### config.mk
export PLATFORM = sky130hd
export DESIGN_NAME = rob_multi
export DESIGN_NICKNAME = d
export VERILOG_FILES = /design/src/rtl/rob_multi.sv
export SDC_FILE = /design/constraint.sdc
export NUM_CORES = 1
export LEC_CHECK = 0
export BUFFER_PORTS_ARGS = -buffer_cell sky130_fd_sc_hd__clkbuf_2
export CAP_MARGIN = 0
export CORE_MARGIN = 2
export CORE_UTILIZATION = 41
export CTS_CLUSTER_SIZE = 12
export DETAILED_ROUTE_END_ITERATION = 10
export REMOVE_ABC_BUFFERS = 1
export SYNTH_ARGS = -nofsm -noshare
export SYNTH_HDL_FRONTEND = slang
export SYNTH_SLANG_ARGS = --single-unit
### constraint.sdc
create_clock -name clk -period 6.1 [get_ports clk]
set_clock_uncertainty 0.1 [all_clocks]
set_input_delay 0.915 -clock clk [delete_from_list [all_inputs] [get_ports clk]]
set_output_delay 0.915 -clock clk [all_outputs]
set_load 0.005 [all_outputs]
### src/rtl/rob_multi.sv
// Purpose: reorder buffer. Allocates in order from ID, captures results out of order from WB_PORTS
//          writeback ports, and retires up to COMMIT_W entries per cycle in order.
// Latency: writeback at edge E -> earliest commit (cm_valid) at edge E+1. cm_* are registered and held one cycle.
// Backpressure: alloc_ready=0 while count==DEPTH. Same-cycle retirements do not free a slot until the next cycle.
//
// Ports:
//   clk, rst                   clock; synchronous reset, active-low
//   flush                      (only with ROB_FLUSH_EN) discard all entries; rst has priority
//   alloc_valid/rd/op          allocation request from ID
//   alloc_ready/alloc_tag      slot available / tag granted (== tail)
//   wb_valid/wb_tag/wb_data    per-port results, port i at [i*W +: W]
//   cm_valid/tag/rd/data       retirement slots, filled contiguously from slot 0
//   bc_valid/bc_ready/bc_val   per-entry snoop vectors for reservation stations
//   count/empty                occupancy
// Optional feature macro: ROB_FLUSH_EN (adds the flush input).
module rob_multi #(
    parameter  int DEPTH    = 16,
    localparam int TAG_W    = $clog2(DEPTH),
    parameter  int DATA_W   = 32,
    parameter  int REG_W    = 5,
    parameter  int OP_W     = 8,
    parameter  int WB_PORTS = 2,
    parameter  int COMMIT_W = 2
) (
    input  logic                         clk,
    input  logic                         rst,
`ifdef ROB_FLUSH_EN
    input  logic                         flush,
`endif
    input  logic                         alloc_valid,
    input  logic [REG_W-1:0]             alloc_rd,
    input  logic [OP_W-1:0]              alloc_op,
    output logic                         alloc_ready,
    output logic [TAG_W-1:0]             alloc_tag,
    input  logic [WB_PORTS-1:0]          wb_valid,
    input  logic [WB_PORTS*TAG_W-1:0]    wb_tag,
    input  logic [WB_PORTS*DATA_W-1:0]   wb_data,
    output logic [COMMIT_W-1:0]          cm_valid,
    output logic [COMMIT_W*TAG_W-1:0]    cm_tag,
    output logic [COMMIT_W*REG_W-1:0]    cm_rd,
    output logic [COMMIT_W*DATA_W-1:0]   cm_data,
    output logic [DEPTH-1:0]             bc_valid,
    output logic [DEPTH-1:0]             bc_ready,
    output logic [DEPTH*DATA_W-1:0]      bc_val,
    output logic [TAG_W:0]               count,
    output logic                         empty
);

    localparam int CNT_W = TAG_W + 1;
    localparam int K_W   = $clog2(COMMIT_W + 1);

    logic [DEPTH-1:0]  valid_q;
    logic [DEPTH-1:0]  ready_q;
    logic [DATA_W-1:0] val_q [DEPTH];
    logic [REG_W-1:0]  rd_q  [DEPTH];
    logic [OP_W-1:0]   op_q  [DEPTH];
    logic [TAG_W-1:0]  head_q;
    logic [TAG_W-1:0]  tail_q;
    logic [CNT_W-1:0]  count_q;

    logic [COMMIT_W-1:0]        cm_valid_q;
    logic [COMMIT_W*TAG_W-1:0]  cm_tag_q;
    logic [COMMIT_W*REG_W-1:0]  cm_rd_q;
    logic [COMMIT_W*DATA_W-1:0] cm_data_q;

    logic [TAG_W-1:0]           cidx [COMMIT_W];
    logic [COMMIT_W-1:0]        cm_valid_n;
    logic [COMMIT_W*TAG_W-1:0]  cm_tag_n;
    logic [COMMIT_W*REG_W-1:0]  cm_rd_n;
    logic [COMMIT_W*DATA_W-1:0] cm_data_n;
    logic [K_W-1:0]             k_cnt;
    logic                       stop;
    logic                       alloc_fire;
    logic [CNT_W-1:0]           count_next;

    // Status outputs come from registered state only.
    assign alloc_ready = (count_q != CNT_W'(DEPTH));
    assign alloc_tag   = tail_q;
    assign alloc_fire  = alloc_valid && alloc_ready;
    assign bc_valid    = valid_q;
    assign bc_ready    = ready_q;
    assign count       = count_q;
    assign empty       = (count_q == '0);
    assign cm_valid    = cm_valid_q;
    assign cm_tag      = cm_tag_q;
    assign cm_rd       = cm_rd_q;
    assign cm_data     = cm_data_q;

    always_comb begin
        for (int i = 0; i < DEPTH; i++) begin
            bc_val[i*DATA_W +: DATA_W] = val_q[i];
        end
    end

    // Candidate retirement indices; the tag width makes the addition wrap modulo DEPTH.
    always_comb begin
        for (int j = 0; j < COMMIT_W; j++) begin
            cidx[j] = head_q + TAG_W'(j);
        end
    end

    // Retire the run of valid&&ready entries starting at head; the first gap ends the run.
    // Entries past tail are invalid, so the run never exceeds the occupancy.
    always_comb begin
        cm_valid_n = '0;
        cm_tag_n   = '0;
        cm_rd_n    = '0;
        cm_data_n  = '0;
        k_cnt      = '0;
        stop       = 1'b0;
        for (int j = 0; j < COMMIT_W; j++) begin
            if (!stop && valid_q[cidx[j]] && ready_q[cidx[j]]) begin
                cm_valid_n[j]                    = 1'b1;
                cm_tag_n[j*TAG_W +: TAG_W]       = cidx[j];
                cm_rd_n[j*REG_W +: REG_W]        = rd_q[cidx[j]];
                cm_data_n[j*DATA_W +: DATA_W]    = val_q[cidx[j]];
                k_cnt                            = k_cnt + K_W'(1);
            end else begin
                stop = 1'b1;
            end
        end
    end

    assign count_next = count_q + CNT_W'(alloc_fire) - CNT_W'(k_cnt);

    always_ff @(posedge clk) begin
        if (!rst) begin
            valid_q    <= '0;
            ready_q    <= '0;
            head_q     <= '0;
            tail_q     <= '0;
            count_q    <= '0;
            cm_valid_q <= '0;
            cm_tag_q   <= '0;
            cm_rd_q    <= '0;
            cm_data_q  <= '0;
`ifdef ROB_FLUSH_EN
        end else if (flush) begin
            valid_q    <= '0;
            ready_q    <= '0;
            head_q     <= '0;
            tail_q     <= '0;
            count_q    <= '0;
            cm_valid_q <= '0;
            cm_tag_q   <= '0;
            cm_rd_q    <= '0;
            cm_data_q  <= '0;
`endif
        end else begin
            cm_valid_q <= cm_valid_n;
            cm_tag_q   <= cm_tag_n;
            cm_rd_q    <= cm_rd_n;
            cm_data_q  <= cm_data_n;

            // Later ports are assigned last, so the highest port index wins on a tag clash.
            for (int p = 0; p < WB_PORTS; p++) begin
                if (wb_valid[p] && valid_q[wb_tag[p*TAG_W +: TAG_W]]) begin
                    ready_q[wb_tag[p*TAG_W +: TAG_W]] <= 1'b1;
                    val_q[wb_tag[p*TAG_W +: TAG_W]]   <= wb_data[p*DATA_W +: DATA_W];
                end
            end

            // Retirement decided on pre-edge ready; it overrides a same-cycle writeback to that entry.
            for (int j = 0; j < COMMIT_W; j++) begin
                if (cm_valid_n[j]) begin
                    valid_q[cidx[j]] <= 1'b0;
                    ready_q[cidx[j]] <= 1'b0;
                end
            end

            // Tail is never a slot retired this cycle: a full ROB blocks allocation.
            if (alloc_fire) begin
                valid_q[tail_q] <= 1'b1;
                ready_q[tail_q] <= 1'b0;
                rd_q[tail_q]    <= alloc_rd;
                op_q[tail_q]    <= alloc_op;
                tail_q          <= tail_q + TAG_W'(1);
            end

            head_q  <= head_q + TAG_W'(k_cnt);
            count_q <= count_next;
        end
    end

endmodule

# Word level (Yosys, flattened, before mapping)

Memory sizes are Yosys's and may differ from the RTL's. A register that Yosys moved wholly into a read port is not among the register bits.
Cells that the tools add are included.

Order comparisons: 10
Equality and inequality tests: 1
Reduce and logical (&&, ||, !) cells: 18
Add/sub/neg operators: 6
Bitwise gates (word level): 11
Multiplexer cells: 49

Operators by type and width:

| kind                  | count |
|---|---|
| $mux W16              | 14 |
| $and A16 B16 Y16      | 5 |
| $not A16 Y16          | 3 |
| $or A16 B16 Y16       | 3 |
| $lt A4 B5 Y1 const B  | 5 |
| $bmux W1 S4           | 6 |
| $mux W1               | 23 |
| $demux W1 S4          | 5 |
| $ge A4 B1 Y1 const B  | 5 |
| $logic_and A1 B1 Y1   | 11 |
| $add A4 B1 Y4 const B | 2 |
| $add A5 B1 Y5         | 1 |
| $logic_not A5 Y1      | 1 |
| $ne A5 B5 Y1 const B  | 1 |
| $sub A5 B2 Y5         | 1 |
| $add A4 B2 Y4         | 1 |
| $logic_not A1 Y1      | 4 |
| $reduce_and A2 Y1     | 2 |
| $add A2 B1 Y2 const B | 1 |
| $mux W2               | 1 |

Bits in registers: 55
Output and inout port bits: 639
Logic and storage cells: 105
Memories kept: 2
Memory bits (writable): 592

Memories:

| memory | words | width | rd ports | clocked after memory_dff | write ports | RTL line | RTL |
|---|---|---|---|---|---|---|---|
| val_q  | 16    | 32    | 18       | 2                        | 2           | 54       | `logic [DATA_W-1:0] val_q [DEPTH];` |
| rd_q   | 16    | 5     | 2        | 2                        | 1           | 55       | `logic [REG_W-1:0] rd_q [DEPTH];` |

# Longest topological paths before layout

Word-level depth: 18
Depth in mapped cells: 22

# Worst setup path after synthesis

OpenSTA, ideal clock, no wires.

Path kind: register -> register
Start: register head_q[0]
End: register count_q[4] (netlist: count[4])
Data required time: 5.884 ns
Cell stages (with the launch flop): 22
Clock period less this slack: 4.305 ns
Slack: 1.795 ns
Data arrival time: 4.089 ns
Setup time: 0.116 ns
Path through: dfxtp_1 > buf_4 > inv_1 > ha_1 > buf_4 > mux4_2 > nand2_1 > and4_1 > buf_2 > buf_2 > nor3_1 > ha_1 > ha_1 > inv_1 > ha_1 > inv_1 > fa_1 > inv_1 > a21oi_1 > nor2_1 > or3_1 > and3_1

RTL lines:

| what                     | RTL line | RTL |
|---|---|---|
| start: declaration       | 57       | `logic [TAG_W-1:0] head_q;` |
| start signal: assignment | 180      | `head_q <= head_q + TAG_W'(k_cnt);` |
| end signal: assignment   | 181      | `count_q <= count_next;` |
| end: declaration         | 59       | `logic [CNT_W-1:0] count_q;` |

==> impl_metrics.sql <==
INSERT INTO impl_metrics (metric_group, metric, value, unit) VALUES
('clock_tree', 'cts_tree', 'built', ''),
('global_route', 'grt_use_total', '0.3233', ''),
('clock_tree', 'numClockSinks', '721', ''),
('floorplanning', 'pin_count', '729', ''),
('floorplanning', 'core-area', '95150', 'um2'),
('sta', 'upper_clock_frequency_limit', '211.6', 'MHz'),
('worst_setup_path', 'crit_path_category', 'flop to flop', ''),
('sta', 'setup_viol', '0', ''),
('sta', 'finalCritPeriodShare', '0.7747', ''),
('global_route', 'initial_antenna_violation_count', '5', ''),
('clock_tree', 'ctsHoldBuffers', '0', ''),
('placement', 'post-dp-hpwl', '104100', 'um'),
('power_and_ir_drop', 'lkg_pwr', '16.15', 'nW'),
('sta', 'slew_viol_final', '0', ''),
('worst_setup_path', 'crit_fanout', '28', ''),
('clock_tree', 'path_clk_slew', '0.06', 'ns'),
('worst_setup_path', 'kind_of_end_point_of_the_critical_path', 'flop', ''),
('routing', 'route.final.wire_length', '163000', 'um'),
('clock_tree', 'clk-insertion-delay-late', '0.67', 'ns'),
('placement', 'io_buffers', '720', ''),
('worst_setup_path', 'worstPathRequired', '6.54', 'ns'),
('status', 'status', 'complete, no violations', ''),
('global_route', 'wire_length_of_the_first_global_routing_pass', '223300', 'um'),
('worst_setup_path', 'worst_setup_path_startpoint', 'head_q[1]$_SDFF_PN0_', ''),
('worst_hold_path', 'min_path_type', 'flop to flop', ''),
('logic_synthesis', 'synth-warning-count', '0', ''),
('sta', 'timing.slew.headroom', '0.1868', ''),
('floorplanning', 'rows', '113', ''),
('power_and_ir_drop', 'irDropWorstVdd', '0.0001917', 'V'),
('logic_synthesis', 'synth_area_leader_cell', 'edfxtp_1', ''),
('worst_setup_path', 'timing.rr.start', 'head_q[1]$_SDFF_PN0_', ''),
('clock_tree', 'cts.root.buffer_cell', 'clkbuf_16', ''),
('power_and_ir_drop', 'pwr_density_cell', '245.1', 'nW/um2'),
('global_route', 'overflow', '0', ''),
('logic_synthesis', 'per_instance_average_area_after_synthesis', '16.27', 'um2'),
('routing', 'final_antenna_net_count', '0', ''),
('sta', 'setup_ws', '1.374', 'ns'),
('sta', 'grt_setup_unrepaired', 'false', ''),
('logic_synthesis', 'synth-main-ff-cell', 'edfxtp_1', ''),
('clock_tree', 'cts_made_buffers', '84', ''),
('final_layout', 'layout-drive-gt1-share', '0.5772', ''),
('logic_synthesis', 'synth_async_sr_flop_share', '0', ''),
('final_layout', 'num-nets-final', '3125', ''),
('worst_setup_path', 'timing.critical_path.cells', 'inv_2 -> ha_4 -> inv_1 -> mux4_1 -> o21ai_0 -> and4_4 -> nor3_1 -> ha_1 -> ha_1 -> inv_1 -> ha_1 -> inv_1 -> fa_1 -> inv_1 -> a21oi_1 -> nor2_1 -> or3_1 -> and3_1', ''),
('floorplanning', 'floorplan.initialDensity', '0.4141', ''),
('worst_setup_path', 'crit_slowest_cell', 'dfxtp_4', ''),
('logic_synthesis', 'synth_most_common_cell', 'edfxtp_1', ''),
('worst_setup_path', 'cell_seen_most_often_among_critical_path_stages', 'inv_1', ''),
('final_layout', 'n_fill_cell', '8155', ''),
('clock_tree', 'post_cts.resized_instances', '0', ''),
('floorplanning', 'total_die_area', '98590', 'um2'),
('placement', 'place_worst_setup_slack', '1.377', 'ns'),
('routing', 'detail_route.first_pass.iterations', '6', ''),
('placement', 'placement.cell_area', '43840', 'um2'),
('final_layout', 'area_growth', '18.45', '%'),
('routing', 'post-route-drc-count', '0', ''),
('sta', 'worst_hold_slack', '0.4234', 'ns'),
('clock_tree', 'htree_levels', '3', ''),
('floorplanning', 'width_of_the_die', '314.0', 'um'),
('worst_setup_path', 'arrival', '5.17', 'ns'),
('global_route', 'grt_start_max_net_pins', '130', ''),
('logic_synthesis', 'yosysTopAreaCellShare', '0.4512', ''),
('logic_synthesis', 'post_synth_instance_area', '39400', 'um2'),
('logic_synthesis', 'synthTopCellsByCount', 'edfxtp_1 (592), mux2_2 (473), mux4_2 (338)', ''),
('logic_synthesis', 'post_synth_main_area_contributors', 'edfxtp_1 (45%), mux4_2 (19%), mux2_2 (14%)', ''),
('logic_synthesis', 'number_of_cells_produced_by_synthesis', '2421', ''),
('routing', 'routed.top_layer', 'met5', ''),
('routing', 'detail_route.wl_per_cell', '37.46', 'um'),
('routing', 'routed-via-count', '28080', ''),
('final_layout', 'finish.instance_area', '46670', 'um2'),
('worst_setup_path', 'critPathLaunchType', 'flop', '');
[cells by family after synthesis]
kind of cell | share of synthesized area
adder cells (fa/ha/maj) | 0.007367
AND/OR/NAND/NOR | 0.04227
multiplexers | 0.3525
XOR/XNOR | 0.002223
AO/OA/AOI/OAI | 0.04131
buffers and inverters | 0.03757
flip-flops | 0.5167
[cell type report]
type                            count  area, um2  area share
Multi-Input combinational cell   1408      17730      0.3798
Clock buffer                      107       2271     0.04866
Antenna cell                        3      7.507   0.0001609
Sequential cell                   721      20370      0.4366
Tap cell                         1265       1583     0.03391
Inverter                           28      105.1    0.002252
Clock inverter                     50      549.3     0.01177
Timing Repair Buffer              770       4054     0.08686
[report_power, final]
part | internal (mW) | switching [mW]
clock network | 3.10 | 2.18
registers | 5.38 | 0.0588
logic | 0.322 | 0.397
total | 8.80 | 2.64
[stage by stage]
| stage | power, mW | cells |
|---|---|---|
| after global placement | 6.224 | 4192 |
| after floorplan | 5.960 | 2157 |
| after global routing | 11.71 | 4349 |
| after CTS | 11.47 | 4349 |
| final | 11.44 | 4352 |
| after detailed placement | 6.249 | 4192 |
[critical path: cells and delay by family, from the launching register on]
family	cells	cell delay, ns
AO/OA/AOI/OAI	2	0.25
flip-flops	1	0.69
adder cells (fa/ha/maj)	5	1.30
AND/OR/NAND/NOR	5	1.21
multiplexers	1	0.43
buffers and inverters	5	0.61
[worst paths after layout]
path                                 end  slack, ns  depth (start not counted)
hold reg to reg   bc_ready[0]$_SDFF_PN0_       0.42                          2
setup / recovery     count[4]$_SDFF_PN0_       1.37                         18
setup reg to reg     count[4]$_SDFF_PN0_       1.37                         18
hold / removal    bc_ready[0]$_SDFF_PN0_       0.42                          2
[flip-flops by register name (all words and copies together) (netlist names)]
| register | count |
|---|---|
| cm_rd | 10 |
| cm_tag | 8 |
| bc_ready | 16 |
| alloc_tag | 4 |
| count | 5 |
| cm_valid | 2 |
| val_q | 512 |
| bc_valid | 16 |
| cm_data | 64 |
| head_q | 4 |
| rd_q | 80 |
[cell usage in the layout, fill, tap and decap left out, types with 7 or more instances in the layout]
master and instances:
a21oi_1 8, a2111oi_2 27, mux4_2 338, nor2b_4 7, nand2_1 40, bufinv_16 11, o21ai_0 13, mux2_2 473
mux2i_1 44, o22ai_1 19, and2_4 9, edfxtp_1 592, nor2_1 41, clkbuf_1 17, ha_1 19, clkbuf_2 720
and2_1 68, a32oi_1 7, clkbuf_16 86, nor2b_1 44, nor2_4 8, nor3_1 14, clkinv_1 17, xnor2_1 7
o211ai_1 8, nand4_1 8, o221ai_1 9, a211oi_1 53, nand3_1 9, buf_4 44, dfxtp_1 125, mux2_1 43
inv_1 26, clkinv_2 16
[routing by layer]
| layer | up-vias | track usage |
|---|---|---|
| li1 | 11060 | - |
| met1 | 14760 | 0.4056 |
| met2 | 1865 | 0.5211 |
| met3 | 384 | 0.1041 |
| met4 | 6 | 0.1256 |
| met5 | - | 0 |
(Power assumes the default switching activity.)
